<file path="src/rtl/atm_ledger_arbiter.sv">
// -----------------------------------------------------------------------------
// atm_ledger_arbiter
//
// Shared account-ledger controller. It owns the per-account balance store and
// serialises balance / withdraw / deposit / transfer operations from NUM_TERM
// terminal front-ends using round-robin arbitration. Every granted operation
// runs IDLE -> LATCH -> EXEC -> RESP. All ledger writes for an operation land
// on the single EXEC->RESP edge, so a transfer is all-or-nothing and a reset
// taken mid-operation can never leave a half-applied transfer behind.
//
// Ports:
//   clk         system clock, rising edge
//   rst         asynchronous active-high reset
//   req         per-terminal request level, held until that terminal's done
//   op          per-terminal opcode at [2t+1:2t]
//               (00 balance, 01 withdraw, 10 deposit, 11 transfer)
//   src_idx     per-terminal source account index, 4 bits per terminal
//   dst_idx     per-terminal destination account index (transfer only)
//   amount      per-terminal amount, AMT_W bits per terminal
//   grant       one-hot, the terminal currently being served
//   done        one-hot, one-cycle pulse, result valid
//   error       operation rejected, ledger unchanged (valid with done)
//   balance_out source balance after the operation (valid with done)
//   busy        high in every state except IDLE
// -----------------------------------------------------------------------------
module atm_ledger_arbiter #(
    parameter int NUM_TERM = 2,
    parameter int NUM_ACC  = 10,
    parameter int BAL_W    = 16,
    parameter int AMT_W    = 11,
    parameter int INIT_BAL = 500
) (
    input  logic                      clk,
    input  logic                      rst,
    input  logic [NUM_TERM-1:0]       req,
    input  logic [2*NUM_TERM-1:0]     op,
    input  logic [4*NUM_TERM-1:0]     src_idx,
    input  logic [4*NUM_TERM-1:0]     dst_idx,
    input  logic [AMT_W*NUM_TERM-1:0] amount,
    output logic [NUM_TERM-1:0]       grant,
    output logic [NUM_TERM-1:0]       done,
    output logic                      error,
    output logic [BAL_W-1:0]          balance_out,
    output logic                      busy
);

    localparam int               TW        = (NUM_TERM > 1) ? $clog2(NUM_TERM) : 1;
    localparam int               EW        = BAL_W + 1;
    localparam logic [4:0]       ACC_LIMIT = 5'(NUM_ACC);
    localparam logic [BAL_W-1:0] INIT_VAL  = BAL_W'(INIT_BAL);
    localparam logic [TW-1:0]    LAST_TERM = TW'(NUM_TERM - 1);

    typedef enum logic [1:0] {
        IDLE  = 2'd0,
        LATCH = 2'd1,
        EXEC  = 2'd2,
        RESP  = 2'd3
    } state_t;

    state_t state;
    state_t state_next;

    // Balance store
    logic [BAL_W-1:0] ledger [NUM_ACC];

    // Registered copy of the winning terminal's request
    logic [NUM_TERM-1:0] grant_r;
    logic [NUM_TERM-1:0] done_r;
    logic [TW-1:0]       win_r;
    logic [TW-1:0]       last_r;
    logic [1:0]          op_r;
    logic [3:0]          src_r;
    logic [3:0]          dst_r;
    logic [AMT_W-1:0]    amt_r;

    // Working registers filled in LATCH
    logic [BAL_W-1:0]    src_bal;
    logic [BAL_W-1:0]    dst_bal;
    logic                src_oob;
    logic                dst_oob;

    // Result registers, held until the next RESP
    logic                error_r;
    logic [BAL_W-1:0]    bal_out_r;

    // Per-terminal views of the packed request fields
    logic [1:0]          op_arr  [NUM_TERM];
    logic [3:0]          src_arr [NUM_TERM];
    logic [3:0]          dst_arr [NUM_TERM];
    logic [AMT_W-1:0]    amt_arr [NUM_TERM];

    for (genvar t = 0; t < NUM_TERM; t++) begin : g_unpack
        assign op_arr[t]  = op[2*t +: 2];
        assign src_arr[t] = src_idx[4*t +: 4];
        assign dst_arr[t] = dst_idx[4*t +: 4];
        assign amt_arr[t] = amount[AMT_W*t +: AMT_W];
    end

    // Round-robin pick. Candidates are scanned from the farthest to the nearest
    // position after the last winner, so the nearest requester overwrites any
    // earlier hit and ends up with the grant.
    logic          arb_valid;
    logic [TW-1:0] arb_idx;
    logic [TW-1:0] arb_cand;

    always_comb begin
        arb_valid = 1'b0;
        arb_idx   = '0;
        arb_cand  = '0;
        for (int k = NUM_TERM; k >= 1; k--) begin
            arb_cand = TW'((int'(last_r) + k) % NUM_TERM);
            if (req[arb_cand]) begin
                arb_valid = 1'b1;
                arb_idx   = arb_cand;
            end
        end
    end

    // Index range checks for the latched request
    logic src_in_range;
    logic dst_in_range;

    assign src_in_range = ({1'b0, src_r} < ACC_LIMIT);
    assign dst_in_range = ({1'b0, dst_r} < ACC_LIMIT);

    // Operation evaluation in BAL_W+1 bits: the top bit of the sum flags an
    // overflow past 2^BAL_W-1 and the top bit of the difference flags a
    // withdrawal larger than the balance.
    logic [EW-1:0]    amt_ext;
    logic [EW-1:0]    src_sum;
    logic [EW-1:0]    src_diff;
    logic [EW-1:0]    dst_sum;
    logic             exec_err;
    logic             wr_src;
    logic             wr_dst;
    logic [BAL_W-1:0] new_src;
    logic [BAL_W-1:0] new_dst;
    logic [BAL_W-1:0] exec_bal;

    always_comb begin
        amt_ext  = EW'(amt_r);
        src_sum  = {1'b0, src_bal} + amt_ext;
        src_diff = {1'b0, src_bal} - amt_ext;
        dst_sum  = {1'b0, dst_bal} + amt_ext;
        exec_err = 1'b0;
        wr_src   = 1'b0;
        wr_dst   = 1'b0;
        new_src  = src_bal;
        new_dst  = dst_bal;
        case (op_r)
            2'b00: begin
                exec_err = src_oob;
            end
            2'b01: begin
                if (src_oob || src_diff[BAL_W]) begin
                    exec_err = 1'b1;
                end else begin
                    wr_src  = 1'b1;
                    new_src = src_diff[BAL_W-1:0];
                end
            end
            2'b10: begin
                if (src_oob || src_sum[BAL_W]) begin
                    exec_err = 1'b1;
                end else begin
                    wr_src  = 1'b1;
                    new_src = src_sum[BAL_W-1:0];
                end
            end
            default: begin
                if (src_oob || dst_oob || (src_r == dst_r) ||
                    src_diff[BAL_W] || dst_sum[BAL_W]) begin
                    exec_err = 1'b1;
                end else begin
                    wr_src  = 1'b1;
                    wr_dst  = 1'b1;
                    new_src = src_diff[BAL_W-1:0];
                    new_dst = dst_sum[BAL_W-1:0];
                end
            end
        endcase
        exec_bal = src_oob ? '0 : new_src;
    end

    // State register
    always_ff @(posedge clk or posedge rst) begin
        if (rst) begin
            state <= IDLE;
        end else begin
            state <= state_next;
        end
    end

    // Next-state logic: a fixed four-cycle walk once a request is accepted
    always_comb begin
        state_next = state;
        case (state)
            IDLE:    state_next = arb_valid ? LATCH : IDLE;
            LATCH:   state_next = EXEC;
            EXEC:    state_next = RESP;
            RESP:    state_next = IDLE;
            default: state_next = IDLE;
        endcase
    end

    // Datapath and ledger. The winner's fields are captured once in IDLE, so
    // later changes on that terminal's inputs cannot affect the operation.
    always_ff @(posedge clk or posedge rst) begin
        if (rst) begin
            for (int i = 0; i < NUM_ACC; i++) begin
                ledger[i] <= INIT_VAL;
            end
            grant_r   <= '0;
            done_r    <= '0;
            win_r     <= '0;
            last_r    <= LAST_TERM;
            op_r      <= '0;
            src_r     <= '0;
            dst_r     <= '0;
            amt_r     <= '0;
            src_bal   <= '0;
            dst_bal   <= '0;
            src_oob   <= 1'b0;
            dst_oob   <= 1'b0;
            error_r   <= 1'b0;
            bal_out_r <= '0;
        end else begin
            case (state)
                IDLE: begin
                    if (arb_valid) begin
                        grant_r <= NUM_TERM'(1) << arb_idx;
                        win_r   <= arb_idx;
                        op_r    <= op_arr[arb_idx];
                        src_r   <= src_arr[arb_idx];
                        dst_r   <= dst_arr[arb_idx];
                        amt_r   <= amt_arr[arb_idx];
                    end
                end
                LATCH: begin
                    src_bal <= src_in_range ? ledger[src_r] : '0;
                    dst_bal <= dst_in_range ? ledger[dst_r] : '0;
                    src_oob <= !src_in_range;
                    dst_oob <= !dst_in_range;
                end
                EXEC: begin
                    if (wr_src) begin
                        ledger[src_r] <= new_src;
                    end
                    if (wr_dst) begin
                        ledger[dst_r] <= new_dst;
                    end
                    error_r   <= exec_err;
                    bal_out_r <= exec_bal;
                    done_r    <= grant_r;
                end
                RESP: begin
                    done_r  <= '0;
                    grant_r <= '0;
                    last_r  <= win_r;
                end
                default: begin
                    done_r  <= '0;
                    grant_r <= '0;
                end
            endcase
        end
    end

    assign grant       = grant_r;
    assign done        = done_r;
    assign error       = error_r;
    assign balance_out = bal_out_r;
    assign busy        = (state != IDLE);

endmodule
</file>
<file path="config.mk">
export PLATFORM = sky130hd
export DESIGN_NAME = atm_ledger_arbiter
export DESIGN_NICKNAME = d
export VERILOG_FILES = /design/src/rtl/atm_ledger_arbiter.sv
export SDC_FILE = /design/constraint.sdc
export NUM_CORES = 1
export LEC_CHECK = 0
export ABC_AREA = 0
export CAP_MARGIN = 20
export CORE_UTILIZATION = 40
export CTS_BUF_LIST = sky130_fd_sc_hd__clkbuf_2
export CTS_CLUSTER_DIAMETER = 120
export CTS_CLUSTER_SIZE = 25
export DETAILED_ROUTE_END_ITERATION = 8
export DONT_BUFFER_PORTS = 1
export HOLD_SLACK_MARGIN = 0.03
export PLACE_DENSITY = 0.67
export SYNTH_ARGS = -nofsm -noshare
export SYNTH_HDL_FRONTEND = slang
export SYNTH_SLANG_ARGS = --single-unit
export TNS_END_PERCENT = 10
</file>
<file path="constraint.sdc">
create_clock -name clk -period 8.65 [get_ports clk]
set_input_delay 2.1625 -clock clk [delete_from_list [all_inputs] [get_ports clk]]
set_output_delay 2.1625 -clock clk [all_outputs]
set_load 0.02 [all_outputs]
</file>
==> impl_results.md, run 1 <==
- Run status: completed
- Gr ovfl total: 0
- Post-synthesis adder-cell area fraction: under 10%
- # Post-CTS Setup Buffers: 0
- Yosys top cell area share: 30.47%
- Synthesized cell area: between 10000 and 15000 um2
- Critical path class: flop to flop
- Clk_lat worst skew: roughly 0.90 ns
- Critical Path Sink: ledger[137]
- Die height: 193.7 um
- Tcrit/Tclk final: a little over half
- Resized cells post-CTS: 0
- I/O pin total: 68
- Routed wire length: 49650 um
- WL per Instance: around 28 um
- Syn_nets: approximately 1500
- Syn Inst Count: around 1400
- Seq/Total Area, Yosys: about 41%
- Mux contribution to synthesized area: 11.60%
- IO Port Bufs: 0
- Avg Cell Area, Syn: ~11 um2
- Std cell rows: 69
- Delay of the slowest critical-path stage: roughly 1.2 ns
- YS warnings: 0
- Cts bufs inserted: 13
- Post-Synth Simple-Gate Area: a little over a tenth
- FF+latch count, synth: 240
- Worst rel slew slack: roughly 4.7%
- RSZ-0062 raised after global routing: false
- Max Clk Rate: 214.5 MHz
- CP startpoint: amt_r[0]
- Worst setup EP type: flop
- Max cap viols: 0
- Most used flip-flop cell after synthesis: dfrtp_1
- Leading area contributor after synthesis: dfrtp_1
- Full die area: between 30000 and 40000 um2
- Final hold viol count: 0
- Tmin final: approximately 4.7 ns
- Root buffer cell: clkbuf_2
- H-tree depth reported by CTS: 1
- Data required, critical path: 9.39 ns
- Layout Skew: 0.05384 ns
- CP top delay family: compound AO/OA/AOI/OAI gates
- Area growth, synth to finish: 4.009%
- DP Wirelength: around 33000 um
- Reg2Reg Setup Slack: around 4 ns
- First-pass GRT wire length: 76130 um
- Compound-Gate Fraction of Synth Area: between 20% and 30%
- Die Span X: 193.7 um
- Final Wtd Congestion: approximately 0.9
- Reg clk slew, reported paths: just over 0.5 ns
- Leakage power: just over 0.006 uW
- Share of layout cells above drive strength 1: about a fifth
- Post-synth EDFFs: 0
- Cts hold-fix bufs: 0
- Critical-path maximum fanout: 23
- Initial drt markers: between 1000 and 1500
- Worst R2R End: ledger[137]
- # clock sinks: between 200 and 250
- CP Buf/Inv Count: 0
- Final-stage net count: between 1000 and 1500
- Largest net degree at the start of global routing: between 100 and 150
- Ranking of synthesized cells by area: dfrtp_1, dfstp_2, mux4_2, a221oi_1, nor2_1
- Min-Delay Path Class: flop to flop
- Largest family of logic cells by synthesized area: compound AO/OA/AOI/OAI gates
- Vias: about 12000
- Tightest Pin Transition: around 1.4 ns
- Vias/cell: just under 7
- Worst VDD drop: around 0.00019 V
- Area of the core: 35830 um2
- Max Buffers Root-to-Sink: 3
- DR DRC count: 0
- Initial antenna violation count: 3
- Worst Reg-to-Reg Cells: 10
- Origin of the critical flop-to-flop path: amt_r[0]
- Critical path arrival: roughly 5.4 ns
- Final Util: 42.67%
- Power Dens Cells: approximately 370 nW/um2
- Instance count on the critical path: 10
- Drt pass-1 iters: 5
- Fin Setup TNS: 0 ns
- Starting Density: around two fifths
- Synth Area in XOR/XNOR: approximately 1.4%
- Netlist cell types: 90
- CTS tree: yes
- Startpoint types: flop
- GRT Total Usage: 26.23%
- Final slew viol count: 0
- CP max stage cell: a221oi_2
- # setup viols final: 0
- Post-route ant nets: 0
- Ys async rst share: 100.0%
- Vias in the first global route: between 10000 and 15000
- WHS: 0.5335 ns
- CP cell instances: ha_1 -> fa_1 -> a21oi_1 -> o22ai_1 -> nor4b_4 -> o31ai_2 -> a21oi_2 -> nor2_8 -> a221oi_2 -> a221oi_1
[through the flow]
stage	setup slack [ns]	cell area (um2)	power (uW)	std cells
after floorplan	0.0003459	14700	4183	1387
after global routing	3.861	15290	5998	1800
after global placement	4.241	15080	5056	1770
after detailed placement	4.176	15140	5139	1776
final	3.987	15290	5685	1800
after CTS	4.152	15270	5592	1797
[cell families (layout without fill, tap and decap cells)]
family | count (synthesis) | count (layout)
AOI/OAI and AO/OA | 471 | 471
xor gates and xnor gates | 22 | 22
adders and majority gates | 40 | 40
buffers and inverters | 189 | 140
DFF | 240 | 240
muxes | 89 | 89
other | 0 | 1
and+or+nand+nor | 336 | 336
[sequential cells by signal, indices dropped and copies added (netlist names)]
signal,count
state,2
dst_r,4
done,2
dst_bal,16
dst_oob,1
amt_r,11
balance_out,16
op_r,2
src_bal,16
grant,2
last_r,1
ledger,160
error,1
src_r,4
win_r,1
src_oob,1
[worst register-to-register path, cell delays in order, from the launching register on]
cell and delay [ns]:
dfrtp_1 0.53, ha_1 0.25, fa_1 0.40, a21oi_1 0.19, o22ai_1 0.20, nor4b_4 0.32
o31ai_2 0.22, a21oi_2 0.77, nor2_8 0.22, a221oi_2 1.19, a221oi_1 0.26
[routing by layer]
layer / vias to the layer above / global-route usage, % / share of wire, %
met5: - / 0 / 0.081
met4: 6 / 9.807 / 3.8
met3: 133 / 6.575 / 12
met2: 812 / 39.99 / 44
met1: 6227 / 35.99 / 39
li1: 5261 / - / -
[final cells by class]
| class | count | area [um2] |
|---|---|---|
| repair buffers | 47 | 364.1 |
| well taps | 461 | 576.8 |
| clock inverters | 3 | 40.04 |
| clock buffers | 18 | 90.09 |
| flip-flops and latches | 240 | 6087 |
| multi-input cells | 958 | 7850 |
| inverters | 72 | 277.8 |
| diodes | 1 | 2.502 |
| fillers | 3340 | 20540 |
[placed cells by master, fill, tap and decap left out, types with 9 or more instances in the layout]
cell type | Yosys | layout
a21o_1 | 9 | 9
a21oi_1 | 50 | 50
a221oi_1 | 125 | 125
a221oi_2 | 20 | 20
a22o_1 | 32 | 32
a22oi_1 | 14 | 14
buf_4 | 10 | 44
clkbuf_2 | 0 | 18
dfrtp_1 | 179 | 175
dfstp_2 | 61 | 61
ha_1 | 37 | 37
inv_1 | 70 | 69
mux2i_1 | 20 | 20
mux4_2 | 64 | 64
nand2_1 | 57 | 57
nand2b_1 | 20 | 20
nand3_1 | 14 | 14
nand4_1 | 11 | 11
nor2_1 | 167 | 167
nor2b_1 | 13 | 12
nor3_1 | 18 | 16
o21a_1 | 15 | 15
o21ai_0 | 35 | 35
o22ai_1 | 62 | 62
o2bb2ai_1 | 20 | 20
xnor2_1 | 18 | 18
[power breakdown]
part	switching (uW)	total (uW)	internal, uW
sequential	413	1960	1550
combinational	2070	3270	1200
clock	369	455	86.0
[Yosys cell counts, types with 15 or more instances]
cell type,number
nand2b_1,20
o21ai_0,35
xnor2_1,18
mux4_2,64
a221oi_2,20
a22o_1,32
o21a_1,15
inv_1,70
a21oi_1,50
nor3_1,18
nand2_1,57
o2bb2ai_1,20
dfrtp_1,179
clkbuf_1,52
nor2_1,167
buf_2,39
o22ai_1,62
a221oi_1,125
dfstp_2,61
mux2i_1,20
ha_1,37
[worst min-delay path by stage]
| stage | start | end | slack [ns] | cells after the start |
|---|---|---|---|---|
| floorplan | win_r | win_r | 0.44 | 1 |
| global placement | win_r | win_r | 0.45 | 1 |
| detailed placement | win_r | win_r | 0.47 | 1 |
| CTS | ledger[34] | ledger[34] | 0.53 | 2 |
| global route | win_r | win_r | 0.56 | 1 |
| finish | ledger[88] | ledger[88] | 0.53 | 2 |
Note: power is estimated with default switching activity, not from simulation.
==> inputs of run 2 (changes only) <==
Clock period 8.65 ns to 4.1 ns, I/O delays scaled along.
==> run 2 against run 1 <==
Total power grew 120%. Highest routed layer is now met4. Sequential power grew 110%. Count of clock-buffer cells in the layout up 1. Utilization up 1.5 points. Global-route usage decreased by 0.15 points. Critical endpoint is now ledger[107]. Flip-flop and latch count did not move. First-iteration DRC count shrank 4.4%. Cell count grew 3.2%. Clock skew rose by 0.053 ns. Wire length is 0.80% lower. Via count grew 0.96%.
==> impl_results.md, run 2 (synthesis gave the netlist of run 1 again) <==
- Run status: completed
- Vias in the first global route: between 10000 and 15000
- Tightest Pin Transition: 0.9983 ns
- Critical-path maximum fanout: 11
- GRT Total Usage: 26.08%
- Share of layout cells above drive strength 1: between 20% and 30%
- Final hold viol count: 0
- CP top delay family: compound AO/OA/AOI/OAI gates
- Non-Filler Instances: 1857
- CP cell instances: ha_1 -> inv_1 -> fa_1 -> o21ba_1 -> a2111o_1 -> a21bo_1 -> a211oi_4 -> or2b_4 -> buf_4 -> o211ai_1 -> o22ai_1 -> and3_2 -> a221oi_1
- Full die area: between 30000 and 40000 um2
- Max cap viols: 0
- CP Buf/Inv Count: 2
- Hold depth: 2
- WL per Instance: between 20 and 30 um
- CP max stage cell: dfrtp_1
- Die height: between 150 and 200 um
- Drt pass-1 iters: 8
- Hold path start: src_idx[0]
- Origin of the critical flop-to-flop path: amt_r[0]
- Worst R2R End: ledger[107]
- Area of the core: ~36000 um2
- Max Buffers Root-to-Sink: 3
- Vias/cell: 6.763
- Max Clk Rate: between 200 and 300 MHz
- Die Span X: between 150 and 200 um
- Reg clk slew, reported paths: ~0.50 ns
- Tcrit/Tclk final: 94.35%
- Power Dens Cells: 772.0 nW/um2
- Critical path arrival: around 4.6 ns
- Startpoint types: flop
- IO Port Bufs: 0
- Area growth, synth to finish: 7.754%
- CTS tree: yes
- Final slew viol count: 0
- Routed wire length: approximately 50000 um
- Cts bufs inserted: 13
- Worst setup EP type: flop
- Fin Setup TNS: 0 ns
- Commonest non-fill, non-tap cell in the layout: dfrtp_1
- H-tree depth reported by CTS: 1
- Layout Skew: 0.1067 ns
- DP Cell Count: ~1800
- Gr ovfl total: 0
- # setup viols final: 0
- Largest net degree at the start of global routing: just under 90
- Most frequent cells in the layout: dfrtp_1, nor2_1, a221oi_1
- Initial antenna violation count: 1
- Data required, critical path: approximately 4.9 ns
- # clock sinks: between 200 and 250
- I/O pin total: 68
- Vias: 12560
- Post-route ant nets: 0
- Starting Density: 41.03%
- Largest register by flop count: ledger
- CP startpoint: amt_r[0]
- Max reg flops: 160
- Worst rel slew slack: around a third
- DR DRC count: 0
- Worst VDD drop: 0.0003812 V
- Clk_lat worst skew: between 0.9 and 1 ns
- Critical path class: flop to flop
- First-pass GRT wire length: 75840 um
- Tmin final: between 3 and 4 ns
- Final Wtd Congestion: 0.9240
- DP Wirelength: ~34000 um
- Reg2Reg Setup Slack: approximately 0.23 ns
- Worst hold endpoint: src_r[0]
- Final-stage net count: around 1500
- Std cell rows: 69
- Delay of the slowest critical-path stage: ~0.52 ns
- Root buffer cell: clkbuf_2
- Leakage power: around 0.0063 uW
- Initial drt markers: approximately 1300
- Min-Delay Path Class: input port to flop
- Worst Reg-to-Reg Cells: 13
-- run 2: changes by cell type in the layout (fill, tap and decap cells not counted), moves of 2 or more --
cell / previous run / this run
a211oi_2: 3 / 1
a211oi_4: 0 / 2
buf_12: 0 / 8
buf_4: 44 / 94
buf_6: 3 / 1
clkinv_2: 2 / 0
-- run 2: repair_timing --
action / in CTS / in global routing
gates resized for setup: 0 / 8
endpoints found under the setup margin: 0 / 42
hold endpoints to repair: 14 / 0
hold buffers: 1 / 0
setup buffers: 0 / 3
-- run 2: worst max path at each step --
stage,depth (start not counted),slack (ns),endpoint
2_1_floorplan,1,-0.02,amt_r[0]
3_3_place_gp,12,0.22,ledger[129]
3_5_place_dp,12,0.13,ledger[65]
4_1_cts,12,0.04,ledger[65]
5_1_grt,12,-0.003,ledger[144]
6_report,13,0.23,ledger[107]
-- run 2: power breakdown --
| part | total [uW] | leakage [uW] | switching (uW) | internal [uW] |
|---|---|---|---|---|
| clock | 965 | 0.0000972 | 778 | 187 |
| combinational | 7160 | 0.00325 | 4420 | 2750 |
| sequential | 4100 | 0.00300 | 837 | 3260 |
| total | 12200 | 0.00635 | 6030 | 6200 |
-- run 2: metal layers --
| metal | up-vias | wire length (um) | global-route usage (%) |
|---|---|---|---|
| li1 | 5376 | - | - |
| met1 | 6289 | 19600 | 35.45 |
| met2 | 750 | 22720 | 41.34 |
| met3 | 144 | 4893 | 5.010 |
| met4 | 0 | 2037 | 9.807 |
| met5 | - | 0 | 0 |
-- run 2: area by class of cell --
| cell class | count | area, um2 |
|---|---|---|
| diodes | 1 | 2.502 |
| clock buffers | 19 | 95.09 |
| clock inverters | 2 | 38.79 |
| fillers | 3350 | 19990 |
| inverters | 72 | 274.0 |
| multi-input cells | 958 | 7878 |
| flip-flops and latches | 240 | 6087 |
| well taps | 461 | 576.8 |
| repair buffers | 104 | 887.1 |
-- run 2: through the flow --
step	area (um2)	util (%)	hold WS [ns]	setup slack (ns)	total power [uW]
finish	15840	44.21	0.2300	0.2316	12230
global route	15840	44.21	0.1727	-0.003065	12930
CTS	15740	43.93	0.1722	0.03966	11970
detailed placement	15600	43.53	0.4665	0.1304	11000
global placement	15580	43.49	0.4589	0.2240	10850
floorplan	14700	-	0.4441	-0.02302	8825
==> inputs of run 3 (changes only) <==
Settings changed: CORE_MARGIN set to 3.
==> run 3 against run 2 <==
First-iteration DRC count is 25% higher. Clock power is 0.5% higher. Critical path type unchanged. Count of clock-buffer cells in the layout stayed put. Critical path depth is 2 lower. Wire length is 2.0% higher. Die area is 4.2% higher. Maximum frequency is 0.81% lower. Cell count is 0.75% lower. Utilization is 0.50 points lower. Via count is 0.57% higher. Setup slack worse by 0.032 ns. Largest power group unchanged. Non-clock buffer count is 14 lower.
==> impl_results.md, run 3 (synthesis gave the netlist of run 1 again) <==
- RSZ-0062 raised after global routing: true
- Starting Density: roughly two fifths
- Share of layout cells above drive strength 1: between 20% and 30%
- # Post-CTS Setup Buffers: 0
- Vias/cell: just under 7
- Final slew viol count: 0
- Layout Skew: 0.08073 ns
- Worst R2R End: ledger[29]
- H-tree depth reported by CTS: 1
- Data required, critical path: approximately 5 ns
- # clock sinks: 240
- Reg clk slew, reported paths: 0.50 ns
- Final Wtd Congestion: approximately 0.95
- Root buffer cell: clkbuf_2
- Worst hold endpoint: op_r[1]
- Max cap viols: 0
- Tcrit/Tclk final: between 90% and 100%
- Die height: 197.7 um
- Final hold viol count: 0
- Tmin final: 3.900 ns
- GRT Total Usage: ~25%
- Critical path class: flop to flop
- CTS tree: yes
- Startpoint types: flop
- Final-stage net count: 1461
- Largest net degree at the start of global routing: a little under 100
- Sequential power share: 34.2%
- Vias: roughly 13000
- Commonest non-fill, non-tap cell in the layout: dfrtp_1
- Placed cell areas: around 16000 um2
- DP Wirelength: between 30000 and 40000 um
- WL per Instance: between 20 and 30 um
- Fin Setup TNS: 0 ns
- I/O pin total: 68
- Max Clk Rate: 256.4 MHz
- NetSw: around 6000 uW
- Reg2Reg Setup Slack: 0.20 ns
- Power Dens Cells: between 700 and 800 nW/um2
- Die Span X: roughly 200 um
- Leakage power: approximately 0.0063 uW
- DR DRC count: 0
- Initial antenna violation count: 1
- Hold path start: op[3]
- Max reg flops: 160
- Critical-path maximum fanout: 15
- Switching Share: between 40 and 50%
- Total Power: around 12000 uW
- Final Util: between 40% and 50%
- Drt pass-1 iters: 7
- Worst VDD drop: around 0.00044 V
- Full die area: approximately 39000 um2
- Combinational fraction of design power: roughly 58%
- Cts bufs inserted: 13
- Gr ovfl total: 0
- IO Port Bufs: 0
- Vias in the first global route: ~12000
- Area of the core: approximately 36000 um2
- Worst Reg-to-Reg Cells: 11
- Routed wire length: ~50000 um
- Min-Delay Path Class: input port to flop
- Post-route cell area: roughly 16000 um2
- Clock Power Share: under 10%
- Tightest Pin Transition: around 1.1 ns
- Initial drt markers: 1598
- Worst rel slew slack: between 20% and 30%
- Critical path arrival: 4.75 ns
- Origin of the critical flop-to-flop path: amt_r[0]
- Max Buffers Root-to-Sink: 3
- First-pass GRT wire length: between 70000 and 80000 um
- Most frequent cells in the layout: dfrtp_1, nor2_1, a221oi_1
- WHS: roughly 0.16 ns
- Hold depth: 2
- Clk_lat worst skew: slightly above 0.9 ns
- Std cell rows: 69
- Fill cell count: 3403
- Internal: just over 6000 uW
- Run status: completed
- Worst setup EP type: flop
- Largest register by flop count: ledger
- Area growth, synth to finish: 6.784%
- # setup viols final: 0
- Post-route ant nets: 0
-- run 3: timing repair --
item,CTS,global route
hold endpoints to repair,25,0
endpoints found under the setup margin,0,24
gates resized for setup,0,4
hold buffers,1,0
-- run 3: power groups by stage --
stage          Clock [uW]  Combinational (uW)  Sequential [uW]
6_report              970                7010             4150
5_1_grt              1070                7480             4270
4_1_cts               980                6800             4140
3_5_place_dp            0                6760             4180
3_3_place_gp            0                6660             4130
2_1_floorplan           0                5000             3820
-- run 3: worst max path at each step --
stage                         from           to  slack [ns]  depth (start not counted)
after global placement    amt_r[1]  ledger[104]        0.23                         11
after detailed placement  amt_r[1]  ledger[104]        0.17                         11
after global routing      amt_r[0]  ledger[155]    -0.00007                         13
after CTS                 amt_r[1]  ledger[104]        0.13                         11
after floorplan                rst     amt_r[0]       -0.02                          1
final                     amt_r[0]   ledger[29]        0.20                         11
-- run 3: stage by stage --
stage | cells | setup WS, ns
finish | 1843 | 0.2001
global route | 1843 | -0.00006706
CTS | 1839 | 0.1343
detailed placement | 1817 | 0.1697
global placement | 1817 | 0.2278
floorplan | 1387 | -0.02302
-- run 3: metal layers --
metal | up-vias | wire length [um] | global-route usage [%]
li1 | 5348 | - | -
met3 | 168 | 5523 | 5.581
met4 | 0 | 1950 | 8.309
met5 | - | 0 | 0
met1 | 6327 | 19520 | 34.66
met2 | 787 | 23260 | 40.52
-- run 3: critical path, stage by stage (launching register included) --
cell and delay (ns):
dfrtp_1 0.51, ha_1 0.24, fa_1 0.23, a21oi_1 0.10
o22ai_1 0.42, nor4b_4 0.09, o31ai_2 0.61, a21o_4 0.34
or4_1 0.15, o21ai_1 0.07, xnor2_1 0.86, a221oi_1 0.23
-- run 3: area by class of cell --
type | instances | area (um2) | share of cell area (%)
multi-input cells | 958 | 7855 | 50.04
flip-flops and latches | 240 | 6088 | 38.79
inverters | 72 | 274.0 | 1.746
repair buffers | 90 | 765.7 | 4.878
clock inverters | 2 | 38.79 | 0.2471
diodes | 1 | 2.502 | 0.01594
clock buffers | 19 | 95.09 | 0.6058
well taps | 461 | 576.8 | 3.675
